File: src/rtl/bus_timer_pkg.sv
// rtl/bus_timer_pkg.sv - register map, bit indices and CTRL layout shared by the bus timer
package bus_timer_pkg;

    localparam logic [2:0] REG_CTRL = 3'd0;
    localparam logic [2:0] REG_STAT = 3'd1;
    localparam logic [2:0] REG_PRE  = 3'd2;
    localparam logic [2:0] REG_RLO  = 3'd3;
    localparam logic [2:0] REG_RHI  = 3'd4;
    localparam logic [2:0] REG_CLO  = 3'd5;
    localparam logic [2:0] REG_CHI  = 3'd6;
    localparam logic [2:0] REG_CMP  = 3'd7;

    localparam int CTRL_EN   = 0;
    localparam int CTRL_AUTO = 1;
    localparam int CTRL_IE   = 2;
    localparam int STAT_IF   = 0;
    localparam int STAT_RUN  = 1;

    // Field order mirrors the CTRL byte: ie is bit 2, en is bit 0.
    typedef struct packed {
        logic ie;
        logic auto_rl;
        logic en;
    } ctrl_t;

    function automatic logic [7:0] ctrl_byte(input ctrl_t c);
        ctrl_byte = {5'b00000, c};
    endfunction

endpackage

File: src/rtl/timer_prescaler.sv
// rtl/timer_prescaler.sv - divide-by-(divisor+1) tick generator for the bus timer
module timer_prescaler (
    input  logic       clk,
    input  logic       reset,
    input  logic [7:0] i_divisor,
    input  logic       i_enable,
    input  logic       i_reload,
    output logic       o_tick
);

    logic [7:0] r_cnt;

    // A reload on the same edge discards the tick.
    assign o_tick = i_enable & ~i_reload & (r_cnt == 8'd0);

    always_ff @(posedge clk) begin
        if (reset) begin
            r_cnt <= 8'd0;
        end else if (i_reload) begin
            r_cnt <= i_divisor;
        end else if (i_enable) begin
            if (r_cnt == 8'd0) begin
                r_cnt <= i_divisor;
            end else begin
                r_cnt <= r_cnt - 8'd1;
            end
        end
    end

endmodule

File: src/rtl/bus_timer.sv
// rtl/bus_timer.sv - 6502 bus 16-bit interval timer with level irq
// TIMER_PWM_EN adds the CMP register at address 7 and the registered pwm_o output.
module bus_timer
    import bus_timer_pkg::*;
(
    input  logic       clk,
    input  logic       reset,
    input  logic       cs,
    input  logic       we,
    input  logic [2:0] addr,
    input  logic [7:0] din,
    output logic [7:0] dout,
    output logic       irq,
    output logic       pwm_o
);

    ctrl_t       r_ctrl;
    logic        r_if;
    logic [7:0]  r_pre;
    logic [7:0]  r_rlo;
    logic [7:0]  r_rhi;
    logic [15:0] r_count;
    logic [7:0]  r_snap;
    logic [7:0]  r_dout;

    logic        w_wr;
    logic        w_rd;
    logic        w_rhi_wr;
    logic        w_tick;
    logic        w_underflow;
    logic [7:0]  w_rdata;

    assign w_wr        = cs & we;
    assign w_rd        = cs & ~we;
    assign w_rhi_wr    = w_wr && (addr == REG_RHI);
    assign w_underflow = w_tick && (r_count == 16'd0);

    timer_prescaler u_prescaler (
        .clk       (clk),
        .reset     (reset),
        .i_divisor (r_pre),
        .i_enable  (r_ctrl.en),
        .i_reload  (w_rhi_wr),
        .o_tick    (w_tick)
    );

    always_ff @(posedge clk) begin
        if (reset) begin
            r_ctrl <= '0;
        end else if (w_wr && (addr == REG_CTRL)) begin
            r_ctrl <= din[2:0];
        end else if (w_underflow && !r_ctrl.auto_rl) begin
            r_ctrl.en <= 1'b0;
        end
    end

    // Underflow set has priority over a software clear on the same edge.
    always_ff @(posedge clk) begin
        if (reset) begin
            r_if <= 1'b0;
        end else if (w_underflow) begin
            r_if <= 1'b1;
        end else if (w_wr && (addr == REG_STAT) && din[STAT_IF]) begin
            r_if <= 1'b0;
        end
    end

    always_ff @(posedge clk) begin
        if (reset) begin
            r_pre <= 8'd0;
            r_rlo <= 8'd0;
            r_rhi <= 8'd0;
        end else if (w_wr) begin
            if (addr == REG_PRE) r_pre <= din;
            if (addr == REG_RLO) r_rlo <= din;
            if (addr == REG_RHI) r_rhi <= din;
        end
    end

    always_ff @(posedge clk) begin
        if (reset) begin
            r_count <= 16'd0;
        end else if (w_rhi_wr) begin
            r_count <= {din, r_rlo};
        end else if (w_tick) begin
            if (r_count != 16'd0) begin
                r_count <= r_count - 16'd1;
            end else if (r_ctrl.auto_rl) begin
                r_count <= {r_rhi, r_rlo};
            end
        end
    end

`ifdef TIMER_PWM_EN
    logic [7:0] r_cmp;
    logic       r_pwm;

    always_ff @(posedge clk) begin
        if (reset) begin
            r_cmp <= 8'd0;
            r_pwm <= 1'b0;
        end else begin
            if (w_wr && (addr == REG_CMP)) r_cmp <= din;
            r_pwm <= r_ctrl.en & (r_count < {8'h00, r_cmp});
        end
    end

    assign pwm_o = r_pwm;
`else
    assign pwm_o = 1'b0;
`endif

    always_comb begin
        w_rdata = 8'h00;
        case (addr)
            REG_CTRL: w_rdata = ctrl_byte(r_ctrl);
            REG_STAT: w_rdata = {6'b000000, r_ctrl.en, r_if};
            REG_PRE:  w_rdata = r_pre;
            REG_RLO:  w_rdata = r_rlo;
            REG_RHI:  w_rdata = r_rhi;
            REG_CLO:  w_rdata = r_count[7:0];
            REG_CHI:  w_rdata = r_snap;
`ifdef TIMER_PWM_EN
            REG_CMP:  w_rdata = r_cmp;
`else
            REG_CMP:  w_rdata = 8'h00;
`endif
            default:  w_rdata = 8'h00;
        endcase
    end

    // Every read cycle, dummy reads included, refreshes dout and CLO's snapshot.
    always_ff @(posedge clk) begin
        if (reset) begin
            r_dout <= 8'h00;
            r_snap <= 8'h00;
        end else if (w_rd) begin
            r_dout <= w_rdata;
            if (addr == REG_CLO) r_snap <= r_count[15:8];
        end
    end

    assign dout = r_dout;
    assign irq  = r_if & r_ctrl.ie;

endmodule

File: config.mk
export PLATFORM = sky130hd
export DESIGN_NAME = bus_timer
export DESIGN_NICKNAME = d
export VERILOG_FILES = /design/src/rtl/bus_timer_pkg.sv /design/src/rtl/timer_prescaler.sv /design/src/rtl/bus_timer.sv
export SDC_FILE = /design/constraint.sdc
export NUM_CORES = 1
export LEC_CHECK = 0
export BUFFER_PORTS_ARGS = -buffer_cell sky130_fd_sc_hd__buf_4
export CORE_MARGIN = 10
export CORE_UTILIZATION = 40
export DETAILED_ROUTE_END_ITERATION = 16
export HOLD_SLACK_MARGIN = 0.06
export PLACE_DENSITY_LB_ADDON = 0.2
export SLEW_MARGIN = 30
export SYNTH_ARGS = -nofsm -noshare
export SYNTH_HDL_FRONTEND = slang
export SYNTH_SLANG_ARGS = --single-unit
File: constraint.sdc
create_clock -name clk -period 5.52 [get_ports clk]
set_input_delay 0.828 -clock clk [delete_from_list [all_inputs] [get_ports clk]]
set_output_delay 0.828 -clock clk [all_outputs]
set_load 0.02 [all_outputs]
---- Word level (Yosys, flattened, before mapping) ----
Index checks and enable logic that the tools add are counted.
word-level totals
  flip-flop bits (word level) ............. 68
  bits of input ports ..................... 15
  output and inout port bits .............. 10
  word-level logic and storage cells ...... 60
cells by class
  add/sub/neg operators ................... 2
  equal/unequal tests ..................... 7
  muxes and demuxes ....................... 12
  bitwise logic cells ..................... 7
  reduce and logical (&&, ||, !) cells .... 21
operators with widths
  kind                                                  number
  two-way mux 16 bit                                    4
  case mux 8 bit (8 select lines)                       1
  two-way mux 8 bit                                     3
  logical NOT 16 bit                                    1
  nonzero test 16 bit                                   1
  subtractor 16 x 1 -> 16 bit (second input constant)   1
  equality test 3 bit (second input constant)           4
  AND reduction 2 bit                                   5
  logical NOT 8 bit                                     1
  nonzero test 2 bit                                    4
  subtractor 8 x 1 -> 8 bit (second input constant)     1
  equality test 3 x 2 -> 1 bit (second input constant)  2
  logical AND 1 bit                                     6
  AND 1 bit                                             5
  two-way mux 1 bit                                     4
  equality test 3 x 1 -> 1 bit (second input constant)  1
  logical NOT 3 bit                                     1
  nonzero test 3 bit                                    1
  inverter 1 bit                                        2
  logical NOT 1 bit                                     1

---- Longest topological paths before layout ----
Gate-level depths: netlist of the first run.
  depth in word-level cells ............... 9
  depth in mapped cells ................... 9
  depth with buffers taken out ............ 7

---- By module ----
A second synthesis of the first run with hierarchy kept.
second synthesis, totals
  cell total of the unflattened synthesis .. 449
  area total of the unflattened synthesis .. 3773.6 um2
modules (own cells, without submodules)
  module           times used  cells each  area each (um2)  sequential area each (um2)
  bus_timer        1           377         3196.8           1201.2
  timer_prescaler  1           72          576.8            160.2

---- Least setup slack after synthesis of the first run ----
No wires, ideal clock.
  path kind ............................... input -> register
  start point ............................. input addr[2]
  end point ............................... register r_count[3]
  setup time .............................. 0.075 ns
  data arrival time ....................... 2.504 ns
  data required time ...................... 5.445 ns
  setup slack ............................. 2.942 ns
  stages .................................. 7
  path buffers ............................ 2
  cells stage by stage .................... clkbuf_1 or3b_2 nor2_2 o22ai_4 or2_2 buf_4 o22ai_1
on the way
  cells in the longest elaborated chain, start to end .. 7
  elaborated cells between the ends (all ways) .. 9
  classes of those cells .................. 1 x eq/ne; 1 x mux; 3 x bitwise; 4 x reduce/logical
RTL lines
  what                           RTL line               source
  start, declared                bus_timer.sv:10        input logic [2:0] addr,
  equality test 3 bit (*)        bus_timer.sv:35        assign w_rhi_wr = w_wr && (addr == REG_RHI);
  logical AND 1 bit (*)          bus_timer.sv:35
  inverter 1 bit                 timer_prescaler.sv:14  assign o_tick = i_enable & ~i_reload & (r_cnt == 8'd0);
  AND 1 bit (2 in series)        timer_prescaler.sv:14
  nonzero test 2 bit (no line)   n/a
  AND reduction 2 bit (no line)  n/a
  end signal, assigned           bus_timer.sv:84        r_count <= {din, r_rlo};
  end signal, assigned           bus_timer.sv:87        r_count <= r_count - 16'd1;
  end signal, assigned           bus_timer.sv:89        r_count <= {r_rhi, r_rlo};
  end, declared                  bus_timer.sv:22        logic [15:0] r_count;
Mark *: on every way between the ends. The rest lies on a longest branch, timed or not.
A chain may end at the register's enable or synchronous reset.

---- Final worst setup path of the first run ----
  start point ............................. input addr[0]
  end point ............................... register u_prescaler.r_cnt[5]
on the way
  cells in the longest elaborated chain, start to end .. 3
  elaborated cells between the ends (all ways) .. 4
  classes of those cells .................. 1 x eq/ne; 1 x mux; 2 x reduce/logical
RTL lines
  what                                                     RTL line               source
  equality test 3 bit (*)                                  bus_timer.sv:35
  logical AND 1 bit (*)                                    bus_timer.sv:35
  two-way mux 8 bit or nonzero test 2 bit (tied branches)  n/a
  end signal, assigned                                     timer_prescaler.sv:20  r_cnt <= i_divisor;
  end signal, assigned                                     timer_prescaler.sv:23  r_cnt <= i_divisor;
  end signal, assigned                                     timer_prescaler.sv:25  r_cnt <= r_cnt - 8'd1;
  end, declared                                            timer_prescaler.sv:11  logic [7:0] r_cnt;
Marked as above.

==> results of run 1 <==
-- report_power, final --
part	internal, mW	switching, mW	total (mW)	leakage, nW
clock	0.256	0.207	0.464	0.110
sequential	0.500	0.0118	0.511	0.550
combinational	0.0699	0.118	0.188	0.936
total	0.826	0.337	1.16	1.60
-- per-stage QoR --
stage / instances / area (µm²)
4_1_cts: 601 / 4212
3_3_place_gp: 585 / 3989
2_1_floorplan: 462 / 3789
3_5_place_dp: 585 / 3989
5_1_grt: 601 / 4212
6_report: 601 / 4212
-- kinds of logic after synthesis --
| kind of cell | synth area share [%] |
|---|---|
| buffers and inverters | 5.482 |
| adder cells (fa/ha/maj) | 1.321 |
| flip-flops | 35.93 |
| multiplexers | 8.619 |
| XOR/XNOR | 0.6937 |
| other | 0.09898 |
| AO/OA/AOI/OAI | 23.85 |
| AND/OR/NAND/NOR | 24.01 |
-- synth_stat cells, types with 4 or more instances --
cell	count	share of area (%)
o22ai_1	6	0.99
a211oi_1	5	0.99
buf_6	4	1.2
or4_1	4	0.79
nor3_1	13	1.7
clkbuf_1	24	2.4
mux2_2	5	1.5
nand2b_1	4	0.66
o21ai_0	22	2.9
nand2_1	44	4.4
dfxtp_1	68	36
a222oi_1	4	1.1
ha_1	4	1.3
nor2b_1	9	1.5
mux2i_1	27	7.1
a221oi_1	5	1.2
nor2_1	49	4.9
nor4_1	13	2.1
a22o_1	8	1.8
a21oi_1	40	5.3
nand3_1	10	1.3
and3_1	4	0.66
or3_1	4	0.66
inv_1	14	1.4
-- worst paths after layout --
path / from / end / slack, ns / cells past startpoint
worst max register to register: r_count[1] / r_count[3] / 3.00 / 7
worst max-delay path: addr[0] / u_prescaler.r_cnt[5] / 2.68 / 6
worst min-delay path: r_rhi[7] / r_rhi[7] / 0.46 / 2
worst min register to register: r_rhi[7] / r_rhi[7] / 0.46 / 2
-- layout make-up --
class / instances / area share, %
inverters: 14 / 1.248
well taps: 129 / 3.832
clock inverters: 7 / 2.347
clock buffers: 9 / 2.941
repair buffers: 25 / 4.456
flip-flops and latches: 68 / 32.32
multi-input cells: 349 / 52.85
-- sequential cells by signal (all words and copies together) (netlist names), 3 cells and up --
register / flops
r_count: 16
r_ctrl: 3
r_rhi: 8
r_pre: 8
r_rlo: 8
u_prescaler.r_cnt: 8
r_snap: 8
dout: 8
-- per-layer routing --
layer / global-route usage (%) / part of all wire, % / up-vias
met5: 0 / 0 / -
met4: 5.243 / 2.4 / 0
met3: 3.405 / 6.5 / 30
met2: 25.28 / 45 / 174
met1: 23.16 / 46 / 1763
li1: - / - / 1723
-- critical path, stage by stage --
cell and delay [ns]:
buf_4 0.18, nor3b_1 0.40, nand2_1 0.69, nand2_1 0.54, o21ai_0 0.15, a221oi_1 0.30
==> results.py, run 1 <==
metrics = {
    "critical_path": {
        "critPathMaxFanout": 23,
        "critical_path_class": "primary input to flop",
        "cp.arrival_ns": 3.10,
        "critPathLaunchType": "primary input",
        "crit_required_ns": 5.78,
        "end_kind": "flop",
    },
    "cts": {
        "cts_setup_buffers": 0,
        "numCtsBuffers": 9,
        "cts.path.max_buffers": 2,
        "root_buffer": "clkbuf_8",
        "insertion_delay_ns": 0.35,
        "ctsResizeCount": 0,
        "cts.clk_slew.worst_paths_ns": 0.08,
        "postCtsHoldBufs": 0,
        "cts_tree": "yes",
        "htree_levels": 3,
        "cts.sinks": 68,
    },
    "global_route": {
        "grt_max_degree": 70,
        "grt_overflow": 0,
        "antenna_found_initial": 0,
        "track_usage_pct": 16.75,
        "grt_pass1_wl_um": 19040,
        "grt_pass1_vias": 3475,
    },
    "route": {
        "viasPerCell": 6.140,
        "first_pass_iters": 5,
        "drt_drc_violations_left": 0,
        "detail-route-antenna-nets": 0,
        "wl_um": 11760,
        "vias": 3690,
        "post_drt_wl_per_cell_um": 19.56,
        "initialDrtViolationCount": 490,
    },
    "timing": {
        "whs_ns": 0.4646,
        "fin_crit_sh_pct": 51.51,
        "fin_skew_ns": 0.01408,
        "period_needed_ns": 2.843,
        "hold_viol": 0,
        "max_freq_ghz": 0.3517,
        "setup_tns_ns": 0,
        "drv_slew": 0,
        "setup_viol": 0,
        "worst_slack_ns": 2.677,
        "rsz0062_at_grt": "no",
        "worst_slew_pin_slew_ns": 0.9893,
        "slew_headroom_pct": 33.88,
    },
    "floorplanning": {
        "core_mm2": 0.009240,
        "die_area_mm2": 0.01376,
        "die-width_um": 117.3,
        "die_h_um": 117.3,
        "io_pins": 25,
        "initial_core_util_pct": 41.00,
        "rows": 35,
    },
    "cells_and_area": {
        "area_growth_pct": 11.16,
        "utilization_pct": 45.58,
        "drive_above_1_share_pct": 12.92,
        "multi_input_area_mm2": 0.002226,
        "register_area_mm2": 0.001361,
        "nNetsFinal": 486,
        "final_common_cell": "dfxtp_1",
        "n_fill_cell": 932,
        "diodes": 0,
        "final_cell_mix": "68 x dfxtp_1, 49 x nor2_1, 44 x nand2_1",
    },
    "logic_synthesis": {
        "netlist_area_mm2": 0.003789,
        "synthDistinctLibCells": 69,
        "yosysWarnings": 0,
        "synth_nets": 481,
        "avgSynthCellArea_um2": 8.201,
        "async_flop_share_pct": 0,
        "synth_edf_count": 0,
        "ys_seq_area_share_pct": 35.93,
        "ys_seq_elements": 68,
        "synth_cells": 462,
        "synthFlopType": "dfxtp_1",
    },
    "pwr": {
        "max-vdd-ir-drop_uv": 159.1,
        "power_mw": 1.163,
        "p_leak_nw": 1.596,
        "pwr_density_cell_mw_per_mm2": 276.1,
    },
    "flow_run": {
        "max_cap_violations": 0,
    },
    "status": {
        "outcome": "finished, final reports clean",
    },
    "place": {
        "place_ws_ns": 2.390,
        "hpwl_um": 8455,
        "place_congestion": 0.8779,
        "port_buffers": 23,
    },
    "min_path": {
        "hold_class": "flop to flop",
    },
}
No activity file was read; power rests on OpenSTA's default activity.
==> inputs of run 2 (changes only) <==
Clock period 5.52 ns to 2.7 ns, I/O delays scaled along.
==> results.py, run 2 (same netlist as run 1, synthesis figures left out) <==
metrics = {
    "status": {
        "outcome": "finished, final reports clean",
    },
    "floorplanning": {
        "die_h_um": 117.3,
        "initial_core_util_pct": 41.00,
        "io_pins": 25,
        "die-width_um": 117.3,
        "core_mm2": 0.009240,
        "rows": 35,
        "die_area_mm2": 0.01376,
    },
    "route": {
        "post_drt_wl_per_cell_um": 19.61,
        "detail-route-antenna-nets": 0,
        "first_pass_iters": 6,
        "wl_um": 12100,
        "viasPerCell": 6.000,
        "vias": 3702,
        "initialDrtViolationCount": 487,
        "drt_drc_violations_left": 0,
    },
    "critical_path": {
        "slowest_stage": "or4_4",
        "critPathLaunchType": "flop",
        "cp_top_family": "simple AND/OR/NAND/NOR gates",
        "crit_required_ns": 2.96,
        "crit_path_cell_trace": "inv_1, ha_1, or3b_1, or4_4, o211ai_4, nand2_1, a221oi_2",
        "critical_path_class": "flop to flop",
        "cp.arrival_ns": 2.75,
        "end_kind": "flop",
        "cp_slowest_stage_delay_ns": 0.71,
        "r2r_start": "r_count[0]",
        "crit_start": "r_count[0]",
        "critPathMaxFanout": 16,
        "critical_path_buf_inv_count": 1,
    },
    "cts": {
        "cts.path.max_buffers": 2,
        "cts.sinks": 68,
        "cts_setup_buffers": 0,
        "root_buffer": "clkbuf_8",
        "postCtsHoldBufs": 0,
        "cts_tree": "yes",
        "insertion_delay_ns": 0.35,
        "numCtsBuffers": 9,
        "ctsResizeCount": 0,
        "htree_levels": 3,
        "cts.clk_slew.worst_paths_ns": 0.08,
    },
    "global_route": {
        "grt_pass1_wl_um": 19380,
        "grt_overflow": 0,
        "grt_pass1_vias": 3479,
        "antenna_found_initial": 0,
        "track_usage_pct": 17.06,
        "grt_max_degree": 70,
    },
    "timing": {
        "hold_viol": 0,
        "fin_skew_ns": 0.004538,
        "slew_headroom_pct": 51.21,
        "rsz0062_at_grt": "no",
        "period_needed_ns": 2.489,
        "setup_tns_ns": 0,
        "drv_slew": 0,
        "fin_crit_sh_pct": 92.18,
        "worst_slew_pin_slew_ns": 0.7319,
        "setup_viol": 0,
        "max_freq_ghz": 0.4018,
    },
    "cells_and_area": {
        "final_cell_count_no_fill": 617,
        "final_common_cell": "dfxtp_1",
        "drive_above_1_share_pct": 15.78,
        "largest_register_ffs": 16,
        "largest-register": "r_count",
        "n_fill_cell": 953,
        "final_cell_mix": "68 x dfxtp_1, 49 x nor2_1, 44 x nand2_1",
        "multi_input_area_mm2": 0.002226,
        "diodes": 0,
        "nNetsFinal": 502,
        "register_area_mm2": 0.001361,
        "area_growth_pct": 14.37,
    },
    "place": {
        "dp_cells": 601,
        "port_buffers": 23,
        "place_congestion": 0.9545,
        "hpwl_um": 8931,
    },
    "pwr": {
        "pwr_density_cell_mw_per_mm2": 556.2,
        "p_leak_nw": 1.675,
        "max-vdd-ir-drop_uv": 328.3,
        "power_mw": 2.410,
    },
    "min_path": {
        "hold_class": "primary input to flop",
        "hold_start": "din[3]",
    },
    "flow_run": {
        "max_cap_violations": 0,
    },
}
## run 2: cell types whose count changed in the layout (fill, tap and decap cells not counted)
cell      previous run  this run
clkinv_4             2         0
clkinv_2             1         2
clkbuf_8             9        10
buf_4               25        41
## run 2: per-stage QoR
stage	hold WS (ns)	setup slack, ns	util [%]	cell area (µm²)
final	0.3129	0.2110	46.89	4333
after detailed placement	0.4554	0.2612	44.47	4109
after global placement	0.4471	0.3209	44.47	4109
after CTS	0.3110	0.2496	46.89	4333
after floorplan	0.4363	0.4142	-	3789
after global routing	0.3378	0.1140	46.89	4333
## run 2: layer usage
metal	track usage, %	wire (µm)
met1	23.24	5660
met4	5.086	206
met2	26.68	5581
met5	0	0
met3	2.926	649
## run 2: final cells by class
class / instances / share of cell area, %
Inverter: 14 / 1.213
Tap cell: 129 / 3.725
Timing Repair Buffer: 41 / 7.104
Multi-Input combinational cell: 349 / 51.37
Clock inverter: 6 / 1.992
Sequential cell: 68 / 31.42
Clock buffer: 10 / 3.176
## run 2: final timing paths
kind | end | slack [ns] | cells after the start
worst max-delay path | r_count[8] | 0.21 | 7
worst min-delay path | r_rlo[3] | 0.31 | 3
worst max register to register | r_count[8] | 0.21 | 7
worst min register to register | r_rhi[0] | 0.46 | 2
## run 2: worst register-to-register path, cell delays in order, from the launching register on
cell,delay [ns]
dfxtp_1,0.37
inv_1,0.10
ha_1,0.14
or3b_1,0.46
or4_4,0.72
o211ai_4,0.27
nand2_1,0.13
a221oi_2,0.23
## run 2: report_power, final
| group | internal [mW] | switching (mW) |
|---|---|---|
| registers | 1.02 | 0.0206 |
| logic | 0.155 | 0.250 |
| clock network | 0.545 | 0.417 |
| total | 1.72 | 0.688 |
